$ cat config.mk
export PLATFORM = sky130hd
export DESIGN_NAME = data_memory_ctrl
export DESIGN_NICKNAME = d
export VERILOG_FILES = /design/src/rtl/data_memory_ctrl.sv
export SDC_FILE = /design/constraint.sdc
export NUM_CORES = 2
export LEC_CHECK = 0
export CORE_MARGIN = 1
export CORE_UTILIZATION = 60
export CTS_CLUSTER_SIZE = 14
export DETAILED_ROUTE_END_ITERATION = 10
export PLACE_DENSITY = 0.77
export SKIP_LAST_GASP = 1
export SLEW_MARGIN = 10
export SYNTH_ARGS = -nofsm -noshare
export SYNTH_HDL_FRONTEND = slang
export SYNTH_SLANG_ARGS = --single-unit
$ cat constraint.sdc
create_clock -name clk -period 6.5 [get_ports clk]
set_input_delay 1.3 -clock clk [delete_from_list [all_inputs] [get_ports clk]]
set_output_delay 1.3 -clock clk [all_outputs]
set_load 0.01 [all_outputs]
$ cat src/rtl/data_memory_ctrl.sv
`default_nettype none
// +--------------------------------------------------------------------------+
// | Module      : data_memory_ctrl                                           |
// | Description : Word-addressed data memory for the MIPS MEM stage with     |
// |               byte-lane writes, req/ready handshake, configurable wait   |
// |               states, out-of-range error reporting and an optional       |
// |               post-reset initialisation sweep (DMEM_RESET_INIT_EN).      |
// | Revision    : 1.0 - initial release                                      |
// +--------------------------------------------------------------------------+
module data_memory_ctrl #(
    parameter int DATA_W      = 32,
    parameter int DEPTH       = 64,
    parameter int ADDR_W      = 32,
    parameter int WAIT_STATES = 1
) (
    input  logic                  clk,
    input  logic                  rst,
    input  logic                  req,
    input  logic                  we,
    input  logic [ADDR_W-1:0]     addr,
    input  logic [DATA_W/8-1:0]   byte_en,
    input  logic [DATA_W-1:0]     wdata,
    output logic                  ready,
    output logic                  rvalid,
    output logic [DATA_W-1:0]     rdata,
    output logic                  err,
    output logic                  busy
);

    localparam int c_LANES = DATA_W / 8;
    localparam int c_OFF_W = $clog2(c_LANES);
    localparam int c_IDX_W = $clog2(DEPTH);
    localparam int c_LIM_W = ADDR_W + 1;
    // First byte address past the end of storage; one extra bit so it never wraps
    localparam logic [c_LIM_W-1:0] c_LIMIT = c_LIM_W'(DEPTH * c_LANES);
    localparam logic [3:0]         c_WAIT  = 4'(WAIT_STATES);

    localparam logic [1:0] c_ST_IDLE = 2'd0;
    localparam logic [1:0] c_ST_WAIT = 2'd1;
    localparam logic [1:0] c_ST_RESP = 2'd2;
`ifdef DMEM_RESET_INIT_EN
    localparam logic [1:0] c_ST_INIT = 2'd3;
    localparam logic [1:0] c_ST_RST  = c_ST_INIT;
`else
    localparam logic [1:0] c_ST_RST  = c_ST_IDLE;
`endif

    logic [DATA_W-1:0]  r_mem [DEPTH];
    logic [1:0]         r_state;
    logic [3:0]         r_cnt;
    logic [c_IDX_W-1:0] r_idx;
    logic               r_oor;
`ifdef DMEM_RESET_INIT_EN
    logic [c_IDX_W-1:0] r_ptr;
    logic               r_busy;
`endif

    logic [c_IDX_W-1:0] w_idx;
    logic               w_oor;
    logic               w_accept;
    logic [DATA_W-1:0]  w_cur;
    logic [DATA_W-1:0]  w_merged;
    logic               w_mem_we;
    logic [c_IDX_W-1:0] w_mem_idx;
    logic [DATA_W-1:0]  w_mem_wdata;

    assign w_idx    = addr[c_OFF_W +: c_IDX_W];
    assign w_oor    = {1'b0, addr} >= c_LIMIT;
    assign w_accept = (r_state == c_ST_IDLE) && req;
    // In IDLE the live address is looked up (for merging); later the captured one
    assign w_cur    = r_mem[(r_state == c_ST_IDLE) ? w_idx : r_idx];

    // Per-lane merge of the incoming write data over the currently stored word
    genvar g;
    generate
        for (g = 0; g < c_LANES; g++) begin : g_lane
            assign w_merged[8*g +: 8] = byte_en[g] ? wdata[8*g +: 8] : w_cur[8*g +: 8];
        end
    endgenerate

`ifdef DMEM_RESET_INIT_EN
    assign busy = r_busy;
`else
    assign busy = 1'b0;
`endif

    // Single write port: accepted in-range writes, or the init sweep
    always_comb begin
        w_mem_we    = 1'b0;
        w_mem_idx   = w_idx;
        w_mem_wdata = w_merged;
        if (w_accept && we && !w_oor) begin
            w_mem_we = !rst;
        end
`ifdef DMEM_RESET_INIT_EN
        if (r_state == c_ST_INIT) begin
            w_mem_we    = !rst;
            w_mem_idx   = r_ptr;
            w_mem_wdata = DATA_W'(r_ptr);
        end
`endif
    end

    // Storage array; not reset, contents are owned by the sweep or by writes
    always_ff @(posedge clk) begin
        if (w_mem_we) begin
            r_mem[w_mem_idx] <= w_mem_wdata;
        end
    end

    // Control FSM with registered response outputs
    always_ff @(posedge clk or posedge rst) begin
        if (rst) begin
            r_state <= c_ST_RST;
            r_cnt   <= '0;
            r_idx   <= '0;
            r_oor   <= 1'b0;
            ready   <= 1'b0;
            rvalid  <= 1'b0;
            err     <= 1'b0;
            rdata   <= '0;
`ifdef DMEM_RESET_INIT_EN
            r_ptr   <= '0;
            r_busy  <= 1'b1;
`endif
        end else begin
            ready  <= 1'b0;
            rvalid <= 1'b0;
            err    <= 1'b0;
            case (r_state)
`ifdef DMEM_RESET_INIT_EN
                c_ST_INIT: begin
                    r_ptr <= r_ptr + c_IDX_W'(1);
                    if (r_ptr == c_IDX_W'(DEPTH - 1)) begin
                        r_state <= c_ST_IDLE;
                        r_busy  <= 1'b0;
                    end
                end
`endif
                c_ST_IDLE: begin
                    if (req) begin
                        r_idx <= w_idx;
                        r_oor <= w_oor;
                        r_cnt <= c_WAIT;
                        if (WAIT_STATES == 0) begin
                            // Entering RESP on the commit edge: memory still
                            // holds the old word, so present the merge directly
                            r_state <= c_ST_RESP;
                            rdata   <= w_oor ? '0 : (we ? w_merged : w_cur);
                        end else begin
                            r_state <= c_ST_WAIT;
                        end
                    end
                end
                c_ST_WAIT: begin
                    r_cnt <= r_cnt - 4'd1;
                    if (r_cnt == 4'd1) begin
                        // Writes committed at acceptance, so this is the merged word
                        r_state <= c_ST_RESP;
                        rdata   <= r_oor ? '0 : w_cur;
                    end
                end
                c_ST_RESP: begin
                    ready   <= 1'b1;
                    rvalid  <= !r_oor;
                    err     <= r_oor;
                    r_state <= c_ST_IDLE;
                end
                default: r_state <= c_ST_RST;
            endcase
        end
    end

endmodule
`default_nettype wire

==> results.md <==
* Status: completed
* Highest metal used: met5
* Met3 WL at 25,870 µm
* Place WS at just under 0.7 ns
* Die area at around 140,000 µm²
* Share of cells above drive strength 1 at 0.1174
* Num CTS Buffers at ~200
* Placeable Area at 135,500 µm²
* Ys flop type: edfxtp_1
* Initial antenna violation count at 4
* Unrepaired setup endpoints after global routing: no
* Post-synth design cell area at 81,930 µm²
* Number of hold violations in the final report at 0
* Gr usage total at 0.3010
* RePlAce Congestion at a little under 0.9
* Synthesized flop and latch total at 2,096
* Clock power share at 0.225
* Count of cell types in the netlist at 53
* CTS Buffer Depth at 3
* GRT Residual Overflow at 0
* Seq/Total Area, Yosys at 0.7653
* Clock sink count at between 2,000 and 2,500
* CTS tree: built
* Pleak at 31.75 nW
* Clk pin slew, worst setup/hold paths at 0.06 ns
* Fin crit period at 5.160 ns
* Row count at 135
* Worst slew pin tran at between 1 and 1.5 ns
* Global-route wire length before repair at 302,800 µm
* Fraction of registers with async set/reset at 0.02290
* H-tree depth at 4
* Routed length on met2 at 98,220 µm
* EDFF count, synth at 2,048
* Vias in the first global route at 47,030
* Worst skew pair latency at 0.82 ns
* Fin worst setup slack at 1.340 ns
* Placed cell count at 6,885
* Ports at 108
* Combinational Power Share at 0.405
* Vias per inst at 6.709
* Hold Crit Class: register to register
* Sequential Power Share at 0.370
* Setup Skew at 0.03287 ns
* Post-CTS Setup Bufs at 0
* Starting density of the core at 0.6048
* Largest net degree at the start of global routing at 90
* Cts hold-fix bufs at 0
* Crit path capture type: register
* Net Sw Power at 18.89 mW
* Startpoint types: input pin
* Mapped Cells at slightly above 5,000
* Worst EP arrival at 5.70 ns
* Internal power at 30.72 mW
* Yosys warning total at 0
* Period utilisation layout at 0.7939
* Kind of critical path: input pin to register
* Final wirelength at around 210,000 µm
* Slew Limit Headroom at 0.2066
* Post-route setup TNS at 0 ns
* Switching part of the total at 0.3808
* Routed vias at between 40,000 and 50,000
* Post-CTS Resized at 0
* DRC viols at 0
* Starting DRC count in detailed routing at 7,121
* Power, Total at 49.61 mW
* CTS root buffer: clkbuf_16
* Syn avg cell area at 16.06 µm²
* Total Nets Final at approximately 5,400
* Max capacitance violation total at 0
* Post-DP HPWL at 119,500 µm
* Pre-antenna DRT Iters at 6
* WL/cell at 28.94 µm
* Die Y at 371.5 µm
* Antenna Violating Nets Remaining at 0
* Mapped Nets at 5,176
* CP required at 7.04 ns
* P&R area growth vs syn at 14.02%
* Max FO, Critical Path at 48
* Count of final setup violators at 0
* Max Slew Vio Count at 0
* Met1 WL at 79,140 µm
* PwrDens at 531.0 nW/µm²
* Highest Clock Rate at between 0.15 and 0.2 GHz
* Buffers on Ports at 104
* VDD IR max at approximately 0.0006 V
* Final Instance Count excl. Fillers at between 7,000 and 8,000
* Die width at 371.5 µm
* Min Hold Slack at 0.5116 ns
## power by group through the flow
stage	registers, mW	clock network (mW)	logic [mW]
finish	18.4	11.2	20.1
global route	18.4	11.7	21.1
CTS	18.4	11.2	19.6
detailed placement	18.6	0	19.4
global placement	18.6	0	18.8
floorplan	19.0	0	11.5
## metal layers
metal / track usage / vias up
li1: - / 20480
met1: 0.4210 / 24360
met2: 0.4670 / 3309
met3: 0.07235 / 441
met4: 0.1037 / 4
met5: 0 / -
## per-stage QoR
stage	instance area (µm²)	util
6_report	93420	0.6896
4_1_cts	93410	0.6895
3_3_place_gp	87190	0.6436
5_1_grt	93410	0.6895
2_1_floorplan	81930	-
3_5_place_dp	87190	0.6436
## cell families after synthesis
logic type	count (synthesis)	share of synthesized area
AO/OA/AOI/OAI	849	0.08322
adder cells (fa/ha/maj)	2	0.0003054
buffers and inverters	346	0.02172
flip-flops	2096	0.7653
multiplexers	582	0.07126
other	1	0.00004577
AND/OR/NAND/NOR	1226	0.05817
## placed cells by master, fill, tap and decap left out, types with 7 or more instances in the layout
cell and instances:
nand2_1 1034, clkinv_2 26, a211oi_2 8, buf_12 68
o21ai_0 34, mux2i_1 570, bufinv_16 17, clkdlybuf4s50_1 104
nor2_1 68, o221ai_1 31, a32oi_1 384, a221oi_1 62
and3_1 8, nor2_4 69, mux2_2 10, clkbuf_8 9
clkinv_1 41, o211ai_1 31, edfxtp_1 2048, clkbuf_1 50
a32o_1 62, clkbuf_16 198, nor4_1 7, buf_4 172
o221ai_4 31, inv_6 7, a211oi_1 58, dfrtp_1 48
a21oi_1 130
## worst max-delay path, cell delays in order
cell and delay, ns:
clkdlybuf4s50_1 0.47, or3b_1 0.42, and2_4 0.67, buf_12 0.34
mux2i_1 0.14, a32oi_1 0.17, nand2_1 0.10, a211oi_1 0.64
nor2_1 0.35, o221ai_4 0.50, buf_4 0.49
## sequential cells by signal (all words and copies together), names as in the netlist
signal	flops
rdata	32
r_mem	2048
r_idx	6
err	1
r_oor	1
rvalid	1
r_cnt	4
ready	1
r_state	2
## cells in the mapped netlist (2+ instances only)
library cell	count	area (µm²)
edfxtp_1	2048	61500
nand2_1	1034	3881
mux2i_1	572	5725
a32oi_1	384	3363
nor2_1	136	510.5
a21oi_1	130	650.6
buf_2	126	630.6
clkbuf_1	115	431.7
a221oi_1	62	543.0
a32o_1	62	620.6
o221ai_1	62	543.0
a211oi_1	58	435.4
buf_4	57	427.9
dfrtp_1	48	1201
o21ai_0	34	170.2
o211ai_1	31	232.7
buf_1	29	108.9
buf_6	14	157.7
mux2_2	10	112.6
a211oi_2	8	100.1
and3_1	8	50.05
nand2b_1	7	43.79
nor4_1	7	43.79
or2_2	5	31.28
a2111oi_0	4	35.03
and2_1	4	25.02
inv_1	4	15.01
nor2b_1	4	25.02
a22o_1	3	26.28
nand3_1	3	15.01
nand3b_1	3	22.52
or3_1	3	18.77
a21o_1	2	15.01
a311oi_1	2	17.52
ha_1	2	25.02
nor3b_1	2	15.01
or3b_1	2	17.52
or3b_2	2	17.52
## final cells by class
| type | count | area, µm² |
|---|---|---|
| timing repair buffer | 344 | 3694 |
| multi-input combinational | 2660 | 18550 |
| antenna | 2 | 5.005 |
| clock buffer | 257 | 5266 |
| inverter | 4 | 15.01 |
| clock inverter | 98 | 955.9 |
| sequential | 2096 | 62700 |
| fill | 8175 | 42050 |
| tap | 1781 | 2228 |
## path summary, 6_finish.rpt
kind                            start             to  slack (ns)  cells after the start
setup / recovery              addr[2]  r_mem[60][30]        1.34                     11
hold / removal               r_cnt[1]       r_cnt[1]        0.51                      2
setup reg to reg           r_state[0]  r_mem[60][30]        1.57                     10
hold reg to reg              r_cnt[1]       r_cnt[1]        0.51                      2
max in group asynchronous         rst       rdata[4]        4.22                      4
min in group asynchronous         rst      rdata[15]        1.14                      3
No activity file was read; power rests on OpenSTA's default activity.
